$ cat config.mk
export PLATFORM = sky130hd
export DESIGN_NAME = rvfi_commit_tracker_flat
export DESIGN_NICKNAME = d
export VERILOG_FILES = /design/src/rtl/rvfi_commit_tracker_pkg.sv /design/src/rtl/rvfi_commit_tracker_if.sv /design/src/rtl/rvfi_commit_tracker_slot.sv /design/src/rtl/rvfi_commit_tracker.sv /design/src/flat_wrapper.sv
export SDC_FILE = /design/constraint.sdc
export NUM_CORES = 1
export LEC_CHECK = 0
export CAP_MARGIN = 5
export CORE_MARGIN = 4
export CORE_UTILIZATION = 55
export CTS_BUF_LIST = sky130_fd_sc_hd__clkbuf_8
export DETAILED_ROUTE_END_ITERATION = 10
export PLACE_DENSITY = 0.91
export SYNTH_ARGS = -nofsm -noshare
export SYNTH_HDL_FRONTEND = slang
export SYNTH_HIERARCHICAL = 1
export SYNTH_SLANG_ARGS = --single-unit
$ cat constraint.sdc
create_clock -name clk -period 2.5 [get_ports clk]
set_input_delay 0.375 -clock clk [delete_from_list [all_inputs] [get_ports clk]]
set_output_delay 0.375 -clock clk [all_outputs]
set_load 0.01 [all_outputs]
$ cat src/rtl/rvfi_commit_tracker_pkg.sv
// Shared types for the RVFI commit tracker: the per-instruction packet that
// travels alongside the pipeline, its empty value, and a small x0 helper.
package rvfi_commit_tracker_pkg;

   typedef struct packed {
      logic        valid;
      logic [31:0] inst;
      logic [31:0] pc_rdata;
      logic [31:0] pc_wdata;
      logic [4:0]  rs1_addr;
      logic [4:0]  rs2_addr;
      logic [31:0] rs1_rdata;
      logic [31:0] rs2_rdata;
      logic        load_regfile;
      logic [4:0]  rd_addr;
      logic [31:0] rd_wdata;
      logic [31:0] mem_addr;
      logic [3:0]  rmask;
      logic [3:0]  wmask;
      logic [31:0] mem_rdata;
      logic [31:0] mem_wdata;
   } rvfi_pkt_t;

   localparam rvfi_pkt_t RVFI_NOP = '0;

   // Register x0 always reads and writes as zero, whatever the datapath carried.
   function automatic logic [31:0] zero_if_x0(input logic [4:0] addr, input logic [31:0] data);
      return (addr == 5'd0) ? 32'd0 : data;
   endfunction

endpackage

$ cat src/rtl/rvfi_commit_tracker_if.sv
// RVFI monitor bus: the tracker drives it (master), the formal/sim monitor samples it (slave).
interface rvfi_commit_tracker_if #(
   parameter int ORDER_W = 64
);
   logic               rvfi_commit;
   logic [ORDER_W-1:0] rvfi_order;
   logic               rvfi_halt;
   logic [31:0]        rvfi_inst;
   logic [31:0]        rvfi_pc_rdata;
   logic [31:0]        rvfi_pc_wdata;
   logic [4:0]         rvfi_rs1_addr;
   logic [4:0]         rvfi_rs2_addr;
   logic [31:0]        rvfi_rs1_rdata;
   logic [31:0]        rvfi_rs2_rdata;
   logic               rvfi_load_regfile;
   logic [4:0]         rvfi_rd_addr;
   logic [31:0]        rvfi_rd_wdata;
   logic [31:0]        rvfi_mem_addr;
   logic [3:0]         rvfi_rmask;
   logic [3:0]         rvfi_wmask;
   logic [31:0]        rvfi_mem_rdata;
   logic [31:0]        rvfi_mem_wdata;

   modport master (
      output rvfi_commit, rvfi_order, rvfi_halt, rvfi_inst, rvfi_pc_rdata, rvfi_pc_wdata,
             rvfi_rs1_addr, rvfi_rs2_addr, rvfi_rs1_rdata, rvfi_rs2_rdata, rvfi_load_regfile,
             rvfi_rd_addr, rvfi_rd_wdata, rvfi_mem_addr, rvfi_rmask, rvfi_wmask,
             rvfi_mem_rdata, rvfi_mem_wdata
   );

   modport slave (
      input  rvfi_commit, rvfi_order, rvfi_halt, rvfi_inst, rvfi_pc_rdata, rvfi_pc_wdata,
             rvfi_rs1_addr, rvfi_rs2_addr, rvfi_rs1_rdata, rvfi_rs2_rdata, rvfi_load_regfile,
             rvfi_rd_addr, rvfi_rd_wdata, rvfi_mem_addr, rvfi_rmask, rvfi_wmask,
             rvfi_mem_rdata, rvfi_mem_wdata
   );
endinterface

$ cat src/rtl/rvfi_commit_tracker_slot.sv
// One shadow pipeline slot: holds a packet under pause, and can kill the
// incoming instruction's valid bit as it is loaded.
module rvfi_commit_tracker_slot
   import rvfi_commit_tracker_pkg::*;
(
   input  logic      clk,
   input  logic      rst,
   input  logic      pause,
   input  logic      kill,
   input  rvfi_pkt_t d,
   output rvfi_pkt_t q
);

   always_ff @(posedge clk) begin
      if (rst) begin
         q <= RVFI_NOP;
      end else if (!pause) begin
         q       <= d;
         q.valid <= d.valid & ~kill;
      end
   end

endmodule

$ cat src/rtl/rvfi_commit_tracker.sv
// Shadows each instruction through EX/MEM/WB, merging stage-local fields into
// one RVFI packet, and publishes it on the monitor bus when it retires.
module rvfi_commit_tracker
   import rvfi_commit_tracker_pkg::*;
#(
   parameter int ORDER_W     = 64,
   parameter bit HALT_ENABLE = 1'b1
)(
   input  logic        clk,
   input  logic        rst,
   input  logic        pause,
   input  logic        flush,
   input  logic        id_valid,
   input  logic [31:0] id_inst,
   input  logic [31:0] id_pc,
   input  logic [4:0]  ex_rs1_addr,
   input  logic [4:0]  ex_rs2_addr,
   input  logic [31:0] ex_rs1_data,
   input  logic [31:0] ex_rs2_data,
   input  logic [31:0] ex_pc_next,
   input  logic [31:0] mem_addr,
   input  logic [3:0]  mem_rmask,
   input  logic [3:0]  mem_wmask,
   input  logic [31:0] mem_wdata,
   input  logic [31:0] mem_rdata,
   input  logic        mem_resp,
   input  logic        wb_load,
   input  logic [4:0]  wb_rd,
   input  logic [31:0] wb_wdata,
   rvfi_commit_tracker_if.master rvfi
);

   rvfi_pkt_t          ex_d, ex_q;
   rvfi_pkt_t          mem_d, mem_q;
   rvfi_pkt_t          wb_d, wb_q;
   rvfi_pkt_t          ret;
   logic [31:0]        rdata_shadow;
   logic [ORDER_W-1:0] order_q;
   logic               halt_done;
   logic               commit;
   logic               halt;

   always_comb begin
      ex_d          = RVFI_NOP;
      ex_d.valid    = id_valid;
      ex_d.inst     = id_inst;
      ex_d.pc_rdata = id_pc;

      mem_d           = ex_q;
      mem_d.rs1_addr  = ex_rs1_addr;
      mem_d.rs2_addr  = ex_rs2_addr;
      mem_d.rs1_rdata = ex_rs1_data;
      mem_d.rs2_rdata = ex_rs2_data;
      mem_d.pc_wdata  = ex_pc_next;

      // A load may see its response while stalled; the shadow covers that case.
      wb_d           = mem_q;
      wb_d.mem_addr  = mem_addr;
      wb_d.rmask     = mem_rmask;
      wb_d.wmask     = mem_wmask;
      wb_d.mem_wdata = mem_wdata;
      if (mem_rmask == 4'd0) begin
         wb_d.mem_rdata = 32'd0;
      end else if (mem_resp) begin
         wb_d.mem_rdata = mem_rdata;
      end else begin
         wb_d.mem_rdata = rdata_shadow;
      end
   end

   rvfi_commit_tracker_slot u_slot_ex (
      .clk   (clk),
      .rst   (rst),
      .pause (pause),
      .kill  (flush),
      .d     (ex_d),
      .q     (ex_q)
   );

   rvfi_commit_tracker_slot u_slot_mem (
      .clk   (clk),
      .rst   (rst),
      .pause (pause),
      .kill  (1'b0),
      .d     (mem_d),
      .q     (mem_q)
   );

   rvfi_commit_tracker_slot u_slot_wb (
      .clk   (clk),
      .rst   (rst),
      .pause (pause),
      .kill  (1'b0),
      .d     (wb_d),
      .q     (wb_q)
   );

   always_ff @(posedge clk) begin
      if (rst) begin
         rdata_shadow <= 32'd0;
      end else if (mem_q.valid && mem_resp) begin
         rdata_shadow <= mem_rdata;
      end
   end

   assign commit = wb_q.valid & ~pause & ~rst;

   always_comb begin
      ret = RVFI_NOP;
      if (commit) begin
         ret              = wb_q;
         ret.rs1_rdata    = zero_if_x0(wb_q.rs1_addr, wb_q.rs1_rdata);
         ret.rs2_rdata    = zero_if_x0(wb_q.rs2_addr, wb_q.rs2_rdata);
         ret.load_regfile = wb_load;
         ret.rd_addr      = wb_rd;
         ret.rd_wdata     = zero_if_x0(wb_rd, wb_wdata);
      end
      ret.valid = commit;
   end

   assign halt = HALT_ENABLE && ret.valid && (ret.pc_wdata == ret.pc_rdata) && !halt_done;

   // Order names the retiring instruction, so it advances only after the commit cycle.
   always_ff @(posedge clk) begin
      if (rst) begin
         order_q   <= '0;
         halt_done <= 1'b0;
      end else begin
         if (commit) begin
            order_q <= order_q + ORDER_W'(1);
         end
         if (halt) begin
            halt_done <= 1'b1;
         end
      end
   end

   assign rvfi.rvfi_commit       = ret.valid;
   assign rvfi.rvfi_order        = order_q;
   assign rvfi.rvfi_halt         = halt;
   assign rvfi.rvfi_inst         = ret.inst;
   assign rvfi.rvfi_pc_rdata     = ret.pc_rdata;
   assign rvfi.rvfi_pc_wdata     = ret.pc_wdata;
   assign rvfi.rvfi_rs1_addr     = ret.rs1_addr;
   assign rvfi.rvfi_rs2_addr     = ret.rs2_addr;
   assign rvfi.rvfi_rs1_rdata    = ret.rs1_rdata;
   assign rvfi.rvfi_rs2_rdata    = ret.rs2_rdata;
   assign rvfi.rvfi_load_regfile = ret.load_regfile;
   assign rvfi.rvfi_rd_addr      = ret.rd_addr;
   assign rvfi.rvfi_rd_wdata     = ret.rd_wdata;
   assign rvfi.rvfi_mem_addr     = ret.mem_addr;
   assign rvfi.rvfi_rmask        = ret.rmask;
   assign rvfi.rvfi_wmask        = ret.wmask;
   assign rvfi.rvfi_mem_rdata    = ret.mem_rdata;
   assign rvfi.rvfi_mem_wdata    = ret.mem_wdata;

endmodule
$ cat src/flat_wrapper.sv
// flat-port wrapper written by rule: the top's interface ports become plain ports
module rvfi_commit_tracker_flat import rvfi_commit_tracker_pkg::*;
#(
   parameter int ORDER_W     = 64,
   parameter bit HALT_ENABLE = 1'b1
)
  (clk, rst, pause, flush, id_valid, id_inst, id_pc, ex_rs1_addr, ex_rs2_addr, ex_rs1_data, ex_rs2_data, ex_pc_next, mem_addr, mem_rmask, mem_wmask, mem_wdata, mem_rdata, mem_resp, wb_load, wb_rd, wb_wdata, rvfi_rvfi_commit, rvfi_rvfi_order, rvfi_rvfi_halt, rvfi_rvfi_inst, rvfi_rvfi_pc_rdata, rvfi_rvfi_pc_wdata, rvfi_rvfi_rs1_addr, rvfi_rvfi_rs2_addr, rvfi_rvfi_rs1_rdata, rvfi_rvfi_rs2_rdata, rvfi_rvfi_load_regfile, rvfi_rvfi_rd_addr, rvfi_rvfi_rd_wdata, rvfi_rvfi_mem_addr, rvfi_rvfi_rmask, rvfi_rvfi_wmask, rvfi_rvfi_mem_rdata, rvfi_rvfi_mem_wdata);
  rvfi_commit_tracker_if #(.ORDER_W(ORDER_W)) rvfi_i ();
  input  logic clk;
  input  logic rst;
  input  logic pause;
  input  logic flush;
  input  logic id_valid;
  input  logic [31:0] id_inst;
  input  logic [31:0] id_pc;
  input  logic [4:0] ex_rs1_addr;
  input  logic [4:0] ex_rs2_addr;
  input  logic [31:0] ex_rs1_data;
  input  logic [31:0] ex_rs2_data;
  input  logic [31:0] ex_pc_next;
  input  logic [31:0] mem_addr;
  input  logic [3:0] mem_rmask;
  input  logic [3:0] mem_wmask;
  input  logic [31:0] mem_wdata;
  input  logic [31:0] mem_rdata;
  input  logic mem_resp;
  input  logic wb_load;
  input  logic [4:0] wb_rd;
  input  logic [31:0] wb_wdata;
  output wire logic [$bits(rvfi_i.rvfi_commit)-1:0] rvfi_rvfi_commit;
  output wire logic [$bits(rvfi_i.rvfi_order)-1:0] rvfi_rvfi_order;
  output wire logic [$bits(rvfi_i.rvfi_halt)-1:0] rvfi_rvfi_halt;
  output wire logic [$bits(rvfi_i.rvfi_inst)-1:0] rvfi_rvfi_inst;
  output wire logic [$bits(rvfi_i.rvfi_pc_rdata)-1:0] rvfi_rvfi_pc_rdata;
  output wire logic [$bits(rvfi_i.rvfi_pc_wdata)-1:0] rvfi_rvfi_pc_wdata;
  output wire logic [$bits(rvfi_i.rvfi_rs1_addr)-1:0] rvfi_rvfi_rs1_addr;
  output wire logic [$bits(rvfi_i.rvfi_rs2_addr)-1:0] rvfi_rvfi_rs2_addr;
  output wire logic [$bits(rvfi_i.rvfi_rs1_rdata)-1:0] rvfi_rvfi_rs1_rdata;
  output wire logic [$bits(rvfi_i.rvfi_rs2_rdata)-1:0] rvfi_rvfi_rs2_rdata;
  output wire logic [$bits(rvfi_i.rvfi_load_regfile)-1:0] rvfi_rvfi_load_regfile;
  output wire logic [$bits(rvfi_i.rvfi_rd_addr)-1:0] rvfi_rvfi_rd_addr;
  output wire logic [$bits(rvfi_i.rvfi_rd_wdata)-1:0] rvfi_rvfi_rd_wdata;
  output wire logic [$bits(rvfi_i.rvfi_mem_addr)-1:0] rvfi_rvfi_mem_addr;
  output wire logic [$bits(rvfi_i.rvfi_rmask)-1:0] rvfi_rvfi_rmask;
  output wire logic [$bits(rvfi_i.rvfi_wmask)-1:0] rvfi_rvfi_wmask;
  output wire logic [$bits(rvfi_i.rvfi_mem_rdata)-1:0] rvfi_rvfi_mem_rdata;
  output wire logic [$bits(rvfi_i.rvfi_mem_wdata)-1:0] rvfi_rvfi_mem_wdata;
  assign rvfi_rvfi_commit = rvfi_i.rvfi_commit;
  assign rvfi_rvfi_order = rvfi_i.rvfi_order;
  assign rvfi_rvfi_halt = rvfi_i.rvfi_halt;
  assign rvfi_rvfi_inst = rvfi_i.rvfi_inst;
  assign rvfi_rvfi_pc_rdata = rvfi_i.rvfi_pc_rdata;
  assign rvfi_rvfi_pc_wdata = rvfi_i.rvfi_pc_wdata;
  assign rvfi_rvfi_rs1_addr = rvfi_i.rvfi_rs1_addr;
  assign rvfi_rvfi_rs2_addr = rvfi_i.rvfi_rs2_addr;
  assign rvfi_rvfi_rs1_rdata = rvfi_i.rvfi_rs1_rdata;
  assign rvfi_rvfi_rs2_rdata = rvfi_i.rvfi_rs2_rdata;
  assign rvfi_rvfi_load_regfile = rvfi_i.rvfi_load_regfile;
  assign rvfi_rvfi_rd_addr = rvfi_i.rvfi_rd_addr;
  assign rvfi_rvfi_rd_wdata = rvfi_i.rvfi_rd_wdata;
  assign rvfi_rvfi_mem_addr = rvfi_i.rvfi_mem_addr;
  assign rvfi_rvfi_rmask = rvfi_i.rvfi_rmask;
  assign rvfi_rvfi_wmask = rvfi_i.rvfi_wmask;
  assign rvfi_rvfi_mem_rdata = rvfi_i.rvfi_mem_rdata;
  assign rvfi_rvfi_mem_wdata = rvfi_i.rvfi_mem_wdata;
  rvfi_commit_tracker #(.ORDER_W(ORDER_W), .HALT_ENABLE(HALT_ENABLE)) u_core (.clk(clk), .rst(rst), .pause(pause), .flush(flush), .id_valid(id_valid), .id_inst(id_inst), .id_pc(id_pc), .ex_rs1_addr(ex_rs1_addr), .ex_rs2_addr(ex_rs2_addr), .ex_rs1_data(ex_rs1_data), .ex_rs2_data(ex_rs2_data), .ex_pc_next(ex_pc_next), .mem_addr(mem_addr), .mem_rmask(mem_rmask), .mem_wmask(mem_wmask), .mem_wdata(mem_wdata), .mem_rdata(mem_rdata), .mem_resp(mem_resp), .wb_load(wb_load), .wb_rd(wb_rd), .wb_wdata(wb_wdata), .rvfi(rvfi_i));
endmodule
### Word-level counts from Yosys, hierarchy flattened

Cells that the tools add are included.

* multiply operators: 0
* reductions and logical operators: 8
* $add $sub $neg: 1
* magnitude comparators: 0
* bitwise operators: 6
* eq/ne operators: 1
* divide/modulo/power cells: 0
* mux-type cells: 6
* shift-type cells: 0

Operators with widths (count)
* $mux W312: 1
* $mux W32: 5
* $add A64 B1 Y64 const B: 1
* $eq A32 B32 Y1: 1
* $logic_not A5 Y1: 3
* $logic_not A4 Y1: 1
* $and A1 B1 Y1: 3
* $logic_and A1 B1 Y1: 3
* $not A1 Y1: 3
* $logic_not A1 Y1: 1

* ROM bits: 0
* word-level logic and storage cells: 49
* input port bits: 318
* memories: 0
* latch bits: 0
* memory bits (writable): 0
* bits in registers: 608
* output and inout bits: 378

### Logic depth before layout (Yosys ltp)

* word-level depth: 7
* depth in mapped cells: 8
* mapped depth without buffers: 6

### Modules after synthesis

The synthesis kept the hierarchy.

Modules (own cells, without submodules)
* rvfi_commit_tracker_slot: area each 11187.0 sq um, instances 3, cells an instance 1010
* rvfi_commit_tracker: area each 7287.0 sq um, instances 1, cells an instance 1024

### Worst setup path before layout

OpenSTA, ideal clock, no wires.

* path type: input-to-reg
* from: input pause
* to: register u_core.order_q[29] (netlist: u_core/rvfi.rvfi_order[29])
* setup time: 0.128 ns
* stages on the path: 7
* path buffers: 2
* slack: 0.275 ns
* data required time: 2.372 ns
* arrival time: 2.097 ns
* path through: or3b_1 -> buf_2 -> or4_4 -> buf_6 -> or4_4 -> xor2_1 -> nor2_1

* cells in the longest elaborated chain, start to end: 3

RTL lines
* start: declaration: line flat_wrapper.sv:11 `input logic pause;`
* $not A1 Y1: line rvfi_commit_tracker.sv:106 `assign commit = wb_q.valid & ~pause & ~rst;`
* $and A1 B1 Y1 (2 in series): line rvfi_commit_tracker.sv:106
* end signal: assignment: line rvfi_commit_tracker.sv:130 `order_q <= order_q + ORDER_W'(1);`
* end: declaration: line rvfi_commit_tracker.sv:38 `logic [ORDER_W-1:0] order_q;`

No other way between the ends.
A chain may end at the register's enable or synchronous reset.

### Final worst setup path

* from: register u_core/u_slot_wb/q[312] in the netlist's numbering
* to: output rvfi_rvfi_halt

* cells in the longest elaborated chain, start to end: 6

RTL lines
* start: declaration: line rvfi_commit_tracker_slot.sv:11 `output rvfi_pkt_t q`
* $and A1 B1 Y1 * (2 in series): line rvfi_commit_tracker.sv:106
* $mux W312: line rvfi_commit_tracker.sv:110 `if (commit) begin`
* $eq A32 B32 Y1: line rvfi_commit_tracker.sv:121 `assign halt = HALT_ENABLE && ret.valid && (ret.pc_wdata == ret.pc_rdata) && !halt_done;`
* $logic_and A1 B1 Y1 * (2 in series): line rvfi_commit_tracker.sv:121
* end: declaration: line flat_wrapper.sv:32 `output wire logic [$bits(rvfi_i.rvfi_halt)-1:0] rvfi_rvfi_halt;`

Mark *: on every way between the ends. The rest lies on a longest branch, timed or not.

==> metrics.cfg <==
[floorplanning]
dieArea_mm2=0.0501
die_width_um=224
rows=78
start_util_pct=56.0
core_mm2=0.0458
die_h_um=224
io_pins=696

[timing]
rsz0062_at_grt=true
slew_headroom_pct=19.2
skew_ps=36.9
post-route-period-util_pct=120
fmax_mhz=335
whs_ps=197
setup-violations-final=315
drv_slew=0
worstMarginPinSlew_ps=1210
setup_ws_ps=-489
min_period_ps=2990
hold_violations=0

[outcome]
violations=negative setup slack
status=complete, but fails checks

[setup_path]
r2r-start=u_core/u_slot_wb/q[312]$_SDFFE_PP0N_
crit_path_start_kind=flop
end_kind=output port
critPathKind=reg2out
cp.required_ps=2120
crit_path_start=u_core/u_slot_wb/q[312]$_SDFFE_PP0N_
path_max_fanout=4
critPathArrivalTime_ps=2610

[pwr]
power_leakage_nw=16.9
p_per_area_mw_per_mm2=553
peakVddDrop_mv=0.658
power_mw=20.5

[route]
drt-vias-per-instance=5.71
drt_wl_total_um=102000
dr.pass1.iters=5
remaining_drc_errors=0
detail_route.iter0.violations=2289
dr_total_vias=23904
detail-route-antenna-nets=0
wire_per_inst_um=24.2

[final_layout]
fillers=2428
area_growth_pct=44.5
finalNetCount=3813
final_area_mm2=0.0370
regArea_mm2=0.0122
multi_input_area_mm2=0.0128
drive_above_1_share_pct=25.0
fin_util_pct=80.9

[grt]
grt_start_max_net_pins=231
grt_use_total_pct=35.0
grt_first_pass_wirelength_um=136000
antenna_found_initial=41
grt-ovfl-total=0
grt_pass1_vias=22950

[placement]
port_buffers=695
place_area_mm2=0.0328
place_hpwl_um=63200
gp_congestion=0.975

[cts]
clock_sinks=608
h-tree-depth=3
cts_buffer_depth=3
cts_buffers=96
root_buffer=clkbuf_8
clkTransAtPathRegs_ps=60
clk_latency_ps=680
cts_tree=yes

[synth]
postSynthAreaPerCell_um2=9.54
yosysWarnings=6
syn_area_mm2=0.0256
synthCells=2686

[run]
cap_violations=0

[worst_hold_path]
hold_class=in2reg
min_from=rst

## registers in the layout (all words and copies together) (netlist names)
signal                  cells
u_core/halt_done            1
u_core/rdata_shadow        32
u_core/rvfi.rvfi_order     64
u_core/u_slot_ex/q         65
u_core/u_slot_mem/q       171
u_core/u_slot_wb/q        275
## final cells by class
cell class / count / area share (%)
multi-input combinational: 1859 / 34.7
sequential: 608 / 32.9
timing repair buffer: 902 / 24.7
clock buffer: 120 / 4.46
tap: 600 / 2.03
clock inverter: 44 / 0.618
inverter: 25 / 0.324
antenna: 27 / 0.182
timing repair inverter: 2 / 0.125
## metrics by stage
stage,setup slack [ps],std cells,TNS [ps]
after global placement,-452,3870,-78890
after floorplan,275,2687,0
after detailed placement,-366,3870,-98680
after global routing,-573,4179,-92500
final,-489,4187,-70250
after CTS,-579,4101,-124580
## report_power, final
| part | switching [mW] | leakage (nW) | internal [mW] | total [mW] |
|---|---|---|---|---|
| clock network | 3.91 | 1.10 | 4.40 | 8.31 |
| logic | 0.870 | 10.8 | 0.968 | 1.84 |
| registers | 0.257 | 4.96 | 10.1 | 10.3 |
## what timing repair did
action	4_1_cts	5_1_grt
pin swaps	26	74
setup endpoints to repair	341	336
gates resized for setup	786	873
cloned	20	7
hold buffers	0	0
buffers inserted	48	70
## routing by layer
| layer | up-vias | track usage (%) | routed length [um] |
|---|---|---|---|
| met5 | - | 0 | 166 |
| met2 | 1416 | 58.3 | 48500 |
| met4 | 24 | 20.0 | 7480 |
| met1 | 11455 | 38.4 | 34600 |
| met3 | 465 | 13.3 | 10800 |
| li1 | 10544 | - | - |
## cell usage in the layout (no fill, tap or decap), types with 7 or more instances in the layout
master	count
dfxtp_1	607
nor2_1	592
mux2i_1	540
clkdlybuf4s50_1	378
buf_6	234
and2_4	178
clkbuf_8	120
and2_1	119
buf_4	108
nand2_1	95
buf_2	67
inv_1	61
a21oi_1	50
clkbuf_2	45
buf_12	30
nand4_1	29
diode_2	27
nor2b_1	24
xor2_1	22
xnor2_1	20
nand3_1	20
buf_8	15
or3_1	13
o21ai_0	13
buf_16	12
nor2_4	12
nor4_1	11
or4_4	9
dlymetal6s2s_1	8
nor3_1	8
a21oi_2	7
## critical path, stage by stage (launching register included)
cell	delay, ps
dfxtp_2	340
or3b_4	450
buf_12	160
buf_12	130
nor3_4	160
nand4_1	160
nor4_4	320
buf_2	200
## final timing paths
check,depth (start not counted),slack [ps],end
setup reg to reg,9,-100,u_core/rvfi.rvfi_order[50]$_SDFFE_PP0N_
hold reg to reg,2,450,u_core/rdata_shadow[18]$_SDFFE_PP0P_
hold / removal,3,200,u_core/u_slot_mem/q[171]$_SDFFE_PP0N_
setup / recovery,7,-490,rvfi_rvfi_halt
Power figures use the tool's default switching activity.
